`config.mk`:
```
export PLATFORM = sky130hd
export DESIGN_NAME = uart_tx_fifo_flat
export DESIGN_NICKNAME = d
export VERILOG_FILES = /design/src/rtl/uart_tx_fifo_if.sv /design/src/rtl/uart_tx_fifo.sv /design/src/flat_wrapper.sv
export SDC_FILE = /design/constraint.sdc
export NUM_CORES = 1
export LEC_CHECK = 0
export BUFFER_PORTS_ARGS = -buffer_cell sky130_fd_sc_hd__buf_2
export CAP_MARGIN = 20
export CELL_PAD_IN_SITES_DETAIL_PLACEMENT = 1
export CELL_PAD_IN_SITES_GLOBAL_PLACEMENT = 2
export CORE_MARGIN = 2
export CORE_UTILIZATION = 46
export DETAILED_ROUTE_END_ITERATION = 10
export GPL_TIMING_DRIVEN = 1
export PLACE_DENSITY_LB_ADDON = 0.1
export SETUP_SLACK_MARGIN = 0.4
export SLEW_MARGIN = 25
export SYNTH_ARGS = -nofsm -noshare
export SYNTH_HDL_FRONTEND = slang
export SYNTH_SLANG_ARGS = --single-unit
```
`constraint.sdc`:
```
create_clock -name clk -period 3.1 [get_ports clk]
set_input_delay 0.155 -clock clk [delete_from_list [all_inputs] [get_ports clk]]
set_output_delay 0.155 -clock clk [all_outputs]
set_load 0.01 [all_outputs]
```
`src/rtl/uart_tx_fifo_if.sv`:
```
// Producer/transmitter-facing signal bundle for uart_tx_fifo.
// The slave side is the FIFO; the master side is the producer plus transmitter.
interface uart_tx_fifo_if #(
    parameter int DEPTH_LOG2 = 4
);
    logic [7:0]          wr_data;
    logic                wr_en;
    logic                full;
    logic                empty;
    logic [DEPTH_LOG2:0] count;
    logic                overflow;
    logic                ovf_clr;
    logic [7:0]          tx_data;
    logic                tx_start;
    logic                tx_busy;

    modport master (
        output wr_data, wr_en, ovf_clr, tx_busy,
        input  full, empty, count, overflow, tx_data, tx_start
    );

    modport slave (
        input  wr_data, wr_en, ovf_clr, tx_busy,
        output full, empty, count, overflow, tx_data, tx_start
    );
endinterface

```
`src/rtl/uart_tx_fifo.sv`:
```
// Byte FIFO feeding a UART transmitter through a held TX_START / TX_BUSY handshake.
// The offered byte stays in the array until the transmitter acknowledges it.
module uart_tx_fifo #(
    parameter int DEPTH_LOG2 = 4
) (
    input  logic          clk,
    input  logic          rst_n,
    uart_tx_fifo_if.slave bus
);
    localparam int DEPTH = 1 << DEPTH_LOG2;
    localparam logic [DEPTH_LOG2:0]   CNT_FULL = (DEPTH_LOG2 + 1)'(DEPTH);
    localparam logic [DEPTH_LOG2:0]   CNT_ZERO = {(DEPTH_LOG2 + 1){1'b0}};
    localparam logic [DEPTH_LOG2:0]   CNT_ONE  = {{DEPTH_LOG2{1'b0}}, 1'b1};
    localparam logic [DEPTH_LOG2-1:0] PTR_ZERO = {DEPTH_LOG2{1'b0}};
    localparam logic [DEPTH_LOG2-1:0] PTR_ONE  = {{(DEPTH_LOG2 - 1){1'b0}}, 1'b1};

    typedef enum logic [1:0] {
        IDLE      = 2'b00,
        START     = 2'b01,
        WAIT_DONE = 2'b10
    } state_t;

    state_t                state_r;
    state_t                state_nx_s;
    logic [7:0]            mem_r [DEPTH];
    logic [DEPTH_LOG2-1:0] wp_r;
    logic [DEPTH_LOG2-1:0] rp_r;
    logic [DEPTH_LOG2:0]   count_r;
    logic                  overflow_r;
    logic                  tx_start_r;
    logic [7:0]            tx_data_r;
    logic                  full_s;
    logic                  empty_s;
    logic                  wr_ok_s;
    logic                  load_s;
    logic                  pop_s;

    // Flags come from the pre-edge count, so a write while full is refused even on a pop edge.
    assign full_s  = (count_r == CNT_FULL);
    assign empty_s = (count_r == CNT_ZERO);
    assign wr_ok_s = bus.wr_en & ~full_s;

    assign bus.full     = full_s;
    assign bus.empty    = empty_s;
    assign bus.count    = count_r;
    assign bus.overflow = overflow_r;
    assign bus.tx_start = tx_start_r;
    assign bus.tx_data  = tx_data_r;

    // Drain FSM state register.
    always_ff @(posedge clk or negedge rst_n) begin
        if (!rst_n) begin
            state_r <= IDLE;
        end else begin
            state_r <= state_nx_s;
        end
    end

    // Drain FSM next-state: offer a byte, hold until busy is seen, then wait for the line to free up.
    always_comb begin
        state_nx_s = state_r;
        load_s     = 1'b0;
        pop_s      = 1'b0;
        case (state_r)
            IDLE: begin
                if (!empty_s && !bus.tx_busy) begin
                    load_s     = 1'b1;
                    state_nx_s = START;
                end else begin
                    state_nx_s = IDLE;
                end
            end
            START: begin
                if (bus.tx_busy) begin
                    pop_s      = 1'b1;
                    state_nx_s = WAIT_DONE;
                end else begin
                    state_nx_s = START;
                end
            end
            WAIT_DONE: begin
                if (!bus.tx_busy) begin
                    state_nx_s = IDLE;
                end else begin
                    state_nx_s = WAIT_DONE;
                end
            end
            default: begin
                state_nx_s = IDLE;
            end
        endcase
    end

    // Storage array and write pointer.
    always_ff @(posedge clk or negedge rst_n) begin
        if (!rst_n) begin
            for (int i = 0; i < DEPTH; i++) begin
                mem_r[i] <= 8'h00;
            end
            wp_r <= PTR_ZERO;
        end else if (wr_ok_s) begin
            mem_r[wp_r] <= bus.wr_data;
            wp_r        <= wp_r + PTR_ONE;
        end else begin
            wp_r <= wp_r;
        end
    end

    // Read pointer and occupancy counter.
    always_ff @(posedge clk or negedge rst_n) begin
        if (!rst_n) begin
            rp_r    <= PTR_ZERO;
            count_r <= CNT_ZERO;
        end else begin
            if (pop_s) begin
                rp_r <= rp_r + PTR_ONE;
            end else begin
                rp_r <= rp_r;
            end
            case ({wr_ok_s, pop_s})
                2'b10:   count_r <= count_r + CNT_ONE;
                2'b01:   count_r <= count_r - CNT_ONE;
                default: count_r <= count_r;
            endcase
        end
    end

    // Sticky overflow; a new overflow wins over a clear on the same edge.
    always_ff @(posedge clk or negedge rst_n) begin
        if (!rst_n) begin
            overflow_r <= 1'b0;
        end else if (bus.wr_en && full_s) begin
            overflow_r <= 1'b1;
        end else if (bus.ovf_clr) begin
            overflow_r <= 1'b0;
        end else begin
            overflow_r <= overflow_r;
        end
    end

    // Transmitter request; TX_DATA keeps its last value after the pop.
    always_ff @(posedge clk or negedge rst_n) begin
        if (!rst_n) begin
            tx_start_r <= 1'b0;
            tx_data_r  <= 8'h00;
        end else if (load_s) begin
            tx_start_r <= 1'b1;
            tx_data_r  <= mem_r[rp_r];
        end else if (pop_s) begin
            tx_start_r <= 1'b0;
        end else begin
            tx_start_r <= tx_start_r;
        end
    end
endmodule
```
`src/flat_wrapper.sv`:
```
// flat-port wrapper written by rule: the top's interface ports become plain ports
module uart_tx_fifo_flat 
#(
    parameter int DEPTH_LOG2 = 4
)
  (clk, rst_n, bus_wr_data, bus_wr_en, bus_ovf_clr, bus_tx_busy, bus_full, bus_empty, bus_count, bus_overflow, bus_tx_data, bus_tx_start);
  uart_tx_fifo_if #(.DEPTH_LOG2(DEPTH_LOG2)) bus_i ();
  input  logic clk;
  input  logic rst_n;
  input wire logic [$bits(bus_i.wr_data)-1:0] bus_wr_data;
  input wire logic [$bits(bus_i.wr_en)-1:0] bus_wr_en;
  input wire logic [$bits(bus_i.ovf_clr)-1:0] bus_ovf_clr;
  input wire logic [$bits(bus_i.tx_busy)-1:0] bus_tx_busy;
  output wire logic [$bits(bus_i.full)-1:0] bus_full;
  output wire logic [$bits(bus_i.empty)-1:0] bus_empty;
  output wire logic [$bits(bus_i.count)-1:0] bus_count;
  output wire logic [$bits(bus_i.overflow)-1:0] bus_overflow;
  output wire logic [$bits(bus_i.tx_data)-1:0] bus_tx_data;
  output wire logic [$bits(bus_i.tx_start)-1:0] bus_tx_start;
  assign bus_i.wr_data = bus_wr_data;
  assign bus_i.wr_en = bus_wr_en;
  assign bus_i.ovf_clr = bus_ovf_clr;
  assign bus_i.tx_busy = bus_tx_busy;
  assign bus_full = bus_i.full;
  assign bus_empty = bus_i.empty;
  assign bus_count = bus_i.count;
  assign bus_overflow = bus_i.overflow;
  assign bus_tx_data = bus_i.tx_data;
  assign bus_tx_start = bus_i.tx_start;
  uart_tx_fifo #(.DEPTH_LOG2(DEPTH_LOG2)) u_core (.clk(clk), .rst_n(rst_n), .bus(bus_i));
endmodule
```
### Word level (Yosys, flattened, before mapping)

Cells that the tools add are included.

| word-level totals | value |
|---|---|
| bits in registers | 153 |
| input port bits | 13 |
| output and inout bits | 17 |

| cells by class | value |
|---|---|
| $add $sub $neg | 4 |
| magnitude comparators | 3 |
| equal/unequal tests | 5 |
| multiplexer cells | 19 |
| bitwise gates (word level) | 4 |
| reduce and logical (&&, ||, !) cells | 10 |

Operator list:

| cell | number |
|---|---|
| bitwise mux 128 bit | 1 |
| binary-select mux 8 bit (select 4 bit) | 1 |
| demux 8 bit (select 4 bit) | 1 |
| two-way mux 8 bit | 3 |
| >= comparator 5 bit, second input constant | 2 |
| NOT 4 -> 5 bit | 2 |
| one-hot mux 5 bit (2 select lines) | 1 |
| two-way mux 1 bit | 9 |
| adder 4 x 1 -> 4 bit, second input constant | 2 |
| one-hot mux 2 bit (3 select lines) | 1 |
| nonzero test 2 bit | 3 |
| adder 5 x 1 -> 5 bit, second input constant | 1 |
| equality test 5 bit, second input constant | 1 |
| zero test 5 bit | 1 |
| < comparator 5 x 1 -> 1 bit, second input constant | 1 |
| subtractor 5 x 1 -> 5 bit, second input constant | 1 |
| equality test 2 x 1 -> 1 bit, second input constant | 2 |
| equality test 2 bit, second input constant | 2 |
| two-way mux 2 bit | 2 |
| logical AND 1 bit | 3 |
| zero test 1 bit | 2 |
| zero test 2 bit | 1 |
| bitwise AND 1 bit | 1 |
| NOT 1 bit | 1 |

### Depth between registers and ports, before layout

Gate-level depths: netlist of run 1.

| logic depth | value |
|---|---|
| depth after elaboration | 6 |
| mapped depth | 13 |

### Worst setup path before layout of run 1

Ideal clock, no wire load.

| timing path | value |
|---|---|
| kind | register to register |
| start | register u_core.count_r[1], in the netlist u_core.bus.count[1] |
| end | register u_core.count_r[4], in the netlist u_core.bus.count[4] |
| setup time | 0.137 ns |
| data arrival time | 2.531 ns |
| setup slack | 0.433 ns |
| stages on the path, launching flop included | 14 |
| buffers on the path | 3 |
| path through | dfrtp_1 -> buf_4 -> nor4_4 -> a21boi_4 -> buf_6 -> inv_1 -> ha_1 -> clkbuf_1 -> xor2_1 -> ha_1 -> o211a_1 -> o31ai_1 -> a31oi_1 -> xor2_1 |

| on the way | value |
|---|---|
| longest elaborated chain between the ends | 5 |
| elaborated cells on any way between the ends | 9 |

Ends and longest elaborated chain:

| item | line | text |
|---|---|---|
| start: declaration | uart_tx_fifo.sv:28 | `logic [DEPTH_LOG2:0] count_r;` |
| start signal: assignment | uart_tx_fifo.sv:121 | `2'b10: count_r <= count_r + CNT_ONE;` |
| start signal: assignment | uart_tx_fifo.sv:122 | `2'b01: count_r <= count_r - CNT_ONE;` |
| start signal: assignment | uart_tx_fifo.sv:123 | `default: count_r <= count_r;` |
| equality test 5 bit | uart_tx_fifo.sv:39 | `assign full_s = (count_r == CNT_FULL);` |
| NOT 1 bit | uart_tx_fifo.sv:41 | `assign wr_ok_s = bus.wr_en & ~full_s;` |
| bitwise AND 1 bit | uart_tx_fifo.sv:41 |  |
| equality test 2 x 1 -> 1 bit / equality test 2 bit (equally long branches) | uart_tx_fifo.sv:120 | `case ({wr_ok_s, pop_s})` |
| one-hot mux 5 bit (2 select lines) / nonzero test 2 bit (equally long branches) | n/a |  |

Parallel ways exist; a longest one is shown, timed or not.
A chain may end at the register's enable or synchronous reset.

### Worst setup path after layout of run 1

| timing path | value |
|---|---|
| start | register u_core.count_r[2], in the netlist u_core.bus.count[2] |
| end | register u_core.count_r[4], in the netlist u_core.bus.count[4] |

Same word-level chain as after synthesis.

==> qor.yml, run 1 <==
worstPathRequired_ps: 3400
drtIter0Drc: 106
drv_cap: 0
clock_skew_ps: 8.44
cts_sinks: 153
hpwl_mm: 10.3
area_growth_syn_to_layout_pct: 13.0
syn-num-nets: 492
wire_per_inst_um: 21.8
slew_headroom: 0.516
layout.area.seq_mm2: 0.00383
n_fill_cell: 1528
crit_type: "reg2reg"
routabilityCongestion: 0.775
fin_crit_ps: 2510
antenna_found_initial: 0
grt_max_degree: 67
synth.area.top_cells: "dfrtp_1, mux2_2, mux4_2"
crit_family: "compound AO/OA/AOI/OAI gates"
syn_avg_cell_area_um2: 15.6
outcome: "finished clean"
start_util: 0.466
yosys.area.top_type: "dfrtp_1"
syn-cell-area_mm2: 0.00735
worstMarginPinSlew_ps: 725
yosys_warnings: 0
dieWidth_um: 130
mostFrequentLayoutCells: "dfrtp_1, mux2_2, mux4_2, buf_2, clkbuf_16"
htreeDepth: 4
rows: 46
wl_mm: 15.9
critPathLaunchType: "register"
endpoint_kind: "register"
hold_viol: 0
die_area_mm2: 0.0170
p_per_area_mw_per_mm2: 1090
die_h_um: 130
fin_area_mm2: 0.00830
grt_pass1_wl_mm: 25.1
ys_seq_elements: 153
numCtsBuffers: 17
timing.final.max_slew_violations: 0
path_buf_inv: 1
nets: 522
fp.coreArea_mm2: 0.0158
irDropWorstVdd_uv: 503
synth_top_area_share: 0.521
max_clock_freq_mhz: 399
layout_commonest_cell: "dfrtp_1"
max_stage_delay_ps: 490
clk_latency_ps: 430
io_buffers: 29
tritoncts: "built"
crit_fanout: 9
crit_chain: "nor4_4 > a21boi_4 > inv_1 > ha_2 > xor2_1 > ha_1 > o211a_1 > o31ai_1 > a31oi_1 > xor2_1"
drt_pass1_iterations: 4
post_synth_num_cell_types: 40
crit_top_cell: "xor2_1"
rsz0062_at_grt: "no"
post-cts-setup-buffers: 0
clockRootBuffer: "clkbuf_16"
tns_ps: 0
drive_gt1_frac: 0.501
grt_use_total: 0.206
leakagePower_uw: 0.00365
drc: 0
vias: 3997
multi_input_area_mm2: 0.00329
setup_viol: 0
critical_path_arrival_ps: 2800
ant_nets: 0
finalCritPeriodShare: 0.809
overflow: 0
routed_via_density: 5.48
synth.yosys.seq_area_share: 0.521
placed_area_mm2: 0.00766
ios: 30
syn_inst: 470
crit_path_top_delay_cell: "dfrtp_1"
n_antenna_cell: 0
clkSlewWorstSetupHoldPaths_ps: 60
hold_class: "in2reg"
clockBufferDepth: 2
grt_pass1_vias: 4529
worst paths after layout:
check                                       from                    end  slack, ps  cells past startpoint
max in group asynchronous                  rst_n      u_core.mem_r[111]       1970                      3
hold reg to reg            u_core.bus.tx_data[5]  u_core.bus.tx_data[5]        480                      2
setup reg to reg             u_core.bus.count[2]    u_core.bus.count[4]        590                     10
hold / removal                       bus_ovf_clr    u_core.bus.overflow         20                      3
min in group asynchronous                  rst_n       u_core.mem_r[21]        300                      2
setup / recovery             u_core.bus.count[2]    u_core.bus.count[4]        590                     10
synthesized netlist by cell type (all sizes together):
master,count
clkbuf,11
mux4,32
nor2,5
nand3,12
or4,1
nor3,3
ha,9
mux2i,16
dfrtp,153
a21oi,4
nor3b,1
xor2,6
nand2b,1
inv,6
o21ai,14
a31oi,1
a21boi,1
nor4,1
a311oi,1
buf,20
xnor2,6
and2,3
nor2b,3
and3b,1
o211a,1
o31ai,1
a22o,1
nand4,6
mux2,138
nand2,12
state kept, by name, indices dropped and copies added, names as in the netlist:
signal and cells:
u_core.bus.tx_data 8, u_core.bus.overflow 1, u_core.mem_r 128, u_core.state_r 2, u_core.rp_r 4, u_core.bus.count 5
u_core.wp_r 4, u_core.bus.tx_start 1
final cells by class:
type,count,share of cell area
Multi-Input combinational cell,280,0.396
Sequential cell,153,0.461
Timing Repair Buffer,42,0.0339
Clock buffer,23,0.0588
Inverter,6,0.00271
Tap cell,216,0.0325
Clock inverter,9,0.0145
worst min-delay path, cell delays in order:
cell and delay [ps]:
buf_2 90, inv_1 40, a22o_1 120
power by group:
part	switching, µW	internal (µW)	total, µW
logic	1360	1890	3260
clock network	803	1340	2150
registers	683	2950	3630
kinds of logic (layout without fill, tap and decap cells):
family                     count (synthesis)  in the layout  synth area share
DFF                                      153            153             0.521
xor gates and xnor gates                  12             12            0.0143
adders and majority gates                  9              9            0.0153
and+or+nand+nor                           49             49            0.0635
AOI/OAI and AO/OA                         24             24            0.0220
buffers and inverters                     37             80            0.0312
muxes                                    186            186             0.332
through the flow:
stage	power, µW	worst slack [ps]	util	hold WS (ps)	instances
2_1_floorplan	6120	433	-	-141	470
3_3_place_gp	6800	639	0.486	194	694
3_5_place_dp	6970	545	0.486	206	694
4_1_cts	9150	521	0.526	14.7	729
5_1_grt	9580	498	0.527	37.1	729
6_report	9030	593	0.527	23.1	729
layer usage:
metal | global-route usage | wire length (µm) | part of all wire
met5 | 0 | 0 | 0
met4 | 0.0720 | 319 | 0.020
met1 | 0.247 | 6740 | 0.42
met3 | 0.0533 | 446 | 0.028
met2 | 0.364 | 8360 | 0.53
what timing repair did:
action / 4_1_cts / 5_1_grt
resized for setup: 0 / 1
endpoints found under the hold margin: 67 / 0
hold buffers: 3 / 0
setup endpoints to repair: 0 / 1
No activity file was read; power rests on OpenSTA's default activity.
==> inputs of run 2 (changes only) <==
clock period = 2.65 ns   (was 3.1 ns; I/O delays follow)
==> qor.yml, run 2 (same netlist as run 1, synthesis figures left out) <==
vias: 4027  # was 3997
htreeDepth: 4  # unchanged
ios: 30  # unchanged
antenna_found_initial: 0  # unchanged
dp_cells: 693  # was 694
hold_class: "in2async"  # was in2reg
routed_via_density: 5.47  # was 5.48
hpwl_mm: 9.95  # was 10.3 mm
clockRootBuffer: "clkbuf_16"  # unchanged
rr_endpoint: "u_core.bus.count[4]"  # unchanged
regMostFlops: "u_core.mem_r"  # unchanged
ant_nets: 0  # unchanged
numCtsBuffers: 17  # unchanged
start_util: 0.466  # unchanged
crit_fanout: 5  # was 9
critical_path_arrival_ps: 2460  # was 2800 ps
drc: 0  # unchanged
timing.final.max_slew_violations: 0  # unchanged
tns_ps: 0  # unchanged
outcome: "finished clean"  # unchanged
grt_pass1_vias: 4384  # was 4529
drive_gt1_frac: 0.523  # was 0.501
drv_cap: 0  # unchanged
overflow: 0  # unchanged
fp.coreArea_mm2: 0.0158  # unchanged
mostFrequentLayoutCells: "dfrtp_1, mux2_2, mux4_2, buf_2, clkbuf_16"  # unchanged
fin_crit_ps: 2170  # was 2510 ps
drt_pass1_iterations: 4  # unchanged
clk_latency_ps: 420  # was 430 ps
setup_viol: 0  # unchanged
die_h_um: 130  # unchanged
tritoncts: "built"  # unchanged
slew_headroom: 0.489  # was 0.516
endpoint_kind: "register"  # unchanged
wl_mm: 16.0  # was 15.9 mm
finalCritPeriodShare: 0.818  # was 0.809
worstMarginPinSlew_ps: 764  # was 725 ps
n_antenna_cell: 0  # unchanged
layout_commonest_cell: "dfrtp_1"  # unchanged
rsz0062_at_grt: "yes"  # was no
clkSlewWorstSetupHoldPaths_ps: 60  # about the same
p_per_area_mw_per_mm2: 1260  # was 1090 mW/mm²
max_clock_freq_mhz: 461  # was 399 MHz
grt_pass1_wl_mm: 25.4  # was 25.1 mm
clockBufferDepth: 2  # unchanged
multi_input_area_mm2: 0.00331  # was 0.00329 mm²
nets: 529  # was 522
finalNonFillerCells: 736  # was 729
area_growth_syn_to_layout_pct: 14.1  # was 13.0%
worstPathRequired_ps: 2950  # was 3400 ps
crit_start: "u_core.bus.count[0]"  # was u_core.bus.count[2]
clock_skew_ps: 10.2  # was 8.44 ps
crit_type: "reg2reg"  # unchanged
wire_per_inst_um: 21.7  # was 21.8 µm
routabilityCongestion: 0.774  # was 0.775
layout.area.seq_mm2: 0.00383  # about the same
rrSetupSlack_ps: 480  # was 590 ps
n_fill_cell: 1540  # was 1528
worstReg2RegStart: "u_core.bus.count[0]"  # was u_core.bus.count[2]
cts_sinks: 153  # unchanged
die_area_mm2: 0.0170  # unchanged
hold_viol: 0  # unchanged
dieWidth_um: 130  # unchanged
leakagePower_uw: 0.00366  # was 0.00365 µW
drtIter0Drc: 162  # was 106
grt_use_total: 0.205  # was 0.206
io_buffers: 29  # unchanged
rows: 46  # unchanged
grt_max_degree: 100  # was 67
irDropWorstVdd_uv: 537  # was 503 µV
largest_reg_flops: 128  # unchanged
reg2reg_depth: 10  # unchanged
critPathLaunchType: "register"  # unchanged
[run 2: changes by cell type in the layout (fill, tap and decap cells not counted), sizes merged]
cell         delta
clkinvlp        +4
buf             +6
dlygate4sd3     +1
clkbuf          -3
bufinv          -1
[run 2: per-layer routing]
| metal | up-vias | wire length (µm) | GRT usage |
|---|---|---|---|
| li1 | 1804 | - | - |
| met4 | 0 | 168 | 0.0620 |
| met2 | 46 | 7950 | 0.344 |
| met3 | 14 | 335 | 0.0407 |
| met5 | - | 0 | 0 |
| met1 | 2163 | 7540 | 0.273 |
[run 2: how the worst max path moves through the flow]
stage	endpoint	slack, ps	cells after the start
2_1_floorplan	u_core.bus.count[4]	200	13
3_3_place_gp	u_core.bus.count[4]	390	10
3_5_place_dp	u_core.bus.count[4]	310	10
4_1_cts	u_core.bus.count[4]	400	10
5_1_grt	u_core.bus.count[2]	360	10
6_report	u_core.bus.count[4]	480	10
[run 2: cell type report]
class	instances	share of cell area
Multi-Input combinational cell	280	0.395
Inverter	6	0.00299
Tap cell	216	0.0322
Timing Repair Buffer	49	0.0421
Clock buffer	20	0.0557
Clock inverter	12	0.0148
Sequential cell	153	0.458
[run 2: through the flow]
stage          utilization  power [µW]  setup slack (ps)  area, µm²  hold slack, ps
2_1_floorplan            -        7180               200       7380            -163
5_1_grt              0.531       11200               363       8380            89.5
4_1_cts              0.529       10700               404       8340            81.6
6_report             0.531       10500               481       8380            97.4
3_3_place_gp         0.487        7990               387       7680           -33.2
3_5_place_dp         0.487        8180               312       7680           -32.0
[run 2: power breakdown]
group          leakage, µW  total (µW)  switching (µW)  internal (µW)
sequential         0.00189        4180             730           3450
combinational      0.00149        3940            1670           2270
clock             0.000284        2410             959           1450
[run 2: timing repair]
item | 4_1_cts | 5_1_grt
buffers inserted | 3 | 4
resized for setup | 3 | 3
pin swaps | 1 | 5
endpoints found under the hold margin | 156 | 0
hold buffers | 4 | 0
setup endpoints to repair | 5 | 18
[run 2: worst max-delay path, stage by stage, from the launching register on]
cell	delay, ps
dfrtp_2	430
nor4_4	360
a21boi_4	120
inv_4	80
ha_4	150
buf_4	110
ha_1	260
o211a_1	140
o31ai_2	180
a31oi_1	80
xor2_1	150
==> inputs of run 3 (changes only) <==
clock period = 2.1 ns   (was 2.65 ns; I/O delays follow)
==> qor.yml, run 3 (same netlist as run 1, synthesis figures left out) <==
fp.coreArea_mm2: 0.0158  # unchanged
overflow: 0  # unchanged
htreeDepth: 4  # unchanged
switchingPower_uw: 5070  # was 3360 µW
drt_pass1_iterations: 4  # unchanged
tritoncts: "built"  # unchanged
ios: 30  # unchanged
mostFrequentLayoutCells: "dfrtp_1, mux2_4, mux4_2, buf_4, buf_2"  # was dfrtp_1, mux2_2, mux4_2, buf_2, clkbuf_16
hold_depth: 5
drv_cap: 0  # unchanged
critical_path_arrival_ps: 2500  # was 2460 ps
clk_latency_ps: 420  # about the same
worstMarginPinSlew_ps: 687  # was 764 ps
area_growth_syn_to_layout_pct: 29.4  # was 14.1%
finalCritPeriodShare: 1.05  # was 0.818
leakagePower_uw: 0.00457  # was 0.00366 µW
irDropWorstVdd_uv: 876  # was 537 µV
die_h_um: 130  # unchanged
vias: 4209  # was 4027
post-route-util: 0.603  # was 0.531
fin_ws_ps: -102  # was 481 ps
hold_viol: 0  # unchanged
worstPathRequired_ps: 2400  # was 2950 ps
layout_commonest_cell: "dfrtp_1"  # unchanged
critPathLaunchType: "register"  # unchanged
io_buffers: 29  # unchanged
failed_checks: "negative setup slack"
p_per_area_mw_per_mm2: 1660  # was 1260 mW/mm²
p_int_uw: 10700  # was 7180 µW
grt_use_total: 0.240  # was 0.205
dieWidth_um: 130  # unchanged
routed_via_density: 5.45  # was 5.47
largest_reg_flops: 128  # unchanged
dp_slack_ps: -95.5  # was 312 ps
endpoint_kind: "register"  # unchanged
max_clock_freq_mhz: 454  # was 461 MHz
nets: 565  # was 529
drive_gt1_frac: 0.608  # was 0.523
crit_fanout: 8  # was 5
wl_mm: 18.8  # was 16.0 mm
ant_nets: 0  # unchanged
max_stage_delay_ps: 410  # was 430 ps
clockBufferDepth: 2  # unchanged
clkSlewWorstSetupHoldPaths_ps: 60  # about the same
setup_viol: 111  # was 0
swShare: 0.321  # was 0.319
crit_type: "reg2reg"  # unchanged
grt_max_degree: 48  # was 100
slew_headroom: 0.542  # was 0.489
numCtsBuffers: 17  # unchanged
p_comb_frac: 0.463  # was 0.374
antenna_found_initial: 0  # unchanged
regMostFlops: "u_core.mem_r"  # unchanged
drtIter0Drc: 126  # was 162
crit_chain: "nor4_4 > a21boi_4 > buf_4 > buf_4 > buf_8 > buf_12 > buf_8 > nand4_4 > mux2_4"  # was nor4_4 > a21boi_4 > inv_4 > ha_4 > buf_4 > ha_1 > o211a_1 > o31ai_2 > a31oi_1 > xor2_1
drc: 0  # unchanged
grt_pass1_wl_mm: 29.4  # was 25.4 mm
hpwl_mm: 11.4  # was 9.95 mm
outcome: "finished, violations left"  # was finished clean
seqPwrFrac: 0.338  # was 0.397
reg2reg_depth: 9  # was 10
p_clk_frac: 0.199  # was 0.229
timing.final.max_slew_violations: 0  # unchanged
total_power_uw: 15800  # was 10500 µW
tns_ps: -2970  # was 0 ps
grt_pass1_vias: 4864  # was 4384
rsz0062_at_grt: "yes"  # unchanged
cts_sinks: 153  # unchanged
hold_class: "in2reg"  # was in2async
fin_crit_ps: 2200  # was 2170 ps
start_util: 0.466  # unchanged
routabilityCongestion: 0.786  # was 0.774
crit_path_top_delay_cell: "dfrtp_1"  # was dfrtp_2
clock_skew_ps: 8.96  # was 10.2 ps
n_antenna_cell: 0  # unchanged
wire_per_inst_um: 24.3  # was 21.7 µm
rows: 46  # unchanged
clockRootBuffer: "clkbuf_16"  # unchanged
die_area_mm2: 0.0170  # unchanged
==> run 3: cell types whose count changed in the layout (fill, tap and decap cells not counted), sizes merged <==
cell      delta
buf         +36
clkbuf       +3
clkinv       -3
clkinvlp     -2
inv          +2
==> run 3: stage by stage <==
stage | instances | cell area, µm² | hold slack [ps]
2_1_floorplan | 470 | 7790 | -191
3_3_place_gp | 704 | 8210 | 57.6
3_5_place_dp | 704 | 8210 | 61.5
4_1_cts | 760 | 9320 | 133
5_1_grt | 772 | 9510 | 180
6_report | 772 | 9510 | 169
==> run 3: final timing paths <==
kind / startpoint / to / slack (ps)
max: u_core.bus.count[1] / u_core.mem_r[0] / -100
min: bus_tx_busy / u_core.bus.tx_data[5] / 170
max reg2reg: u_core.bus.count[1] / u_core.mem_r[0] / -100
min reg2reg: u_core.bus.tx_data[0] / u_core.bus.tx_data[0] / 490
max in group asynchronous: rst_n / u_core.mem_r[36] / 1230
min in group asynchronous: rst_n / u_core.mem_r[91] / 180
==> run 3: cell type report <==
type | instances | area (µm²)
Clock inverter | 9 | 111
Timing Repair Buffer | 85 | 815
Multi-Input combinational cell | 280 | 3960
Fill cell | 1423 | 6260
Clock buffer | 23 | 498
Tap cell | 216 | 270
Sequential cell | 153 | 3830
Inverter | 6 | 25.0
==> run 3: power groups by stage <==
stage | combinational (µW) | sequential (µW) | clock (µW)
finish | 7320 | 5340 | 3140
global route | 7770 | 5500 | 3330
CTS | 7140 | 5310 | 3200
detailed placement | 6150 | 5300 | 0
global placement | 5960 | 5190 | 0
floorplan | 4820 | 4990 | 0
==> run 3: layer usage <==
| layer | vias to the layer above | track usage | part of all wire |
|---|---|---|---|
| met2 | 50 | 0.411 | 0.51 |
| met4 | 0 | 0.0576 | 0.011 |
| met5 | - | 0 | 0 |
| met3 | 16 | 0.0448 | 0.021 |
| met1 | 2270 | 0.318 | 0.46 |
| li1 | 1873 | - | - |
==> run 3: critical path, delay by kind of cell (launching register included) <==
| family | cells | cell delay (ps) |
|---|---|---|
| DFF | 1 | 410 |
| AOI/OAI and AO/OA | 1 | 110 |
| buffers and inverters | 5 | 680 |
| and+or+nand+nor | 2 | 530 |
| muxes | 1 | 330 |
==> run 3: repair_timing <==
item | CTS | global route
buffers inserted | 18 | 12
cloned | 2 | 0
hold buffers | 4 | 0
setup endpoints to repair | 142 | 149
endpoints found under the hold margin | 44 | 0
pin swaps | 10 | 6
gates resized for setup | 65 | 26
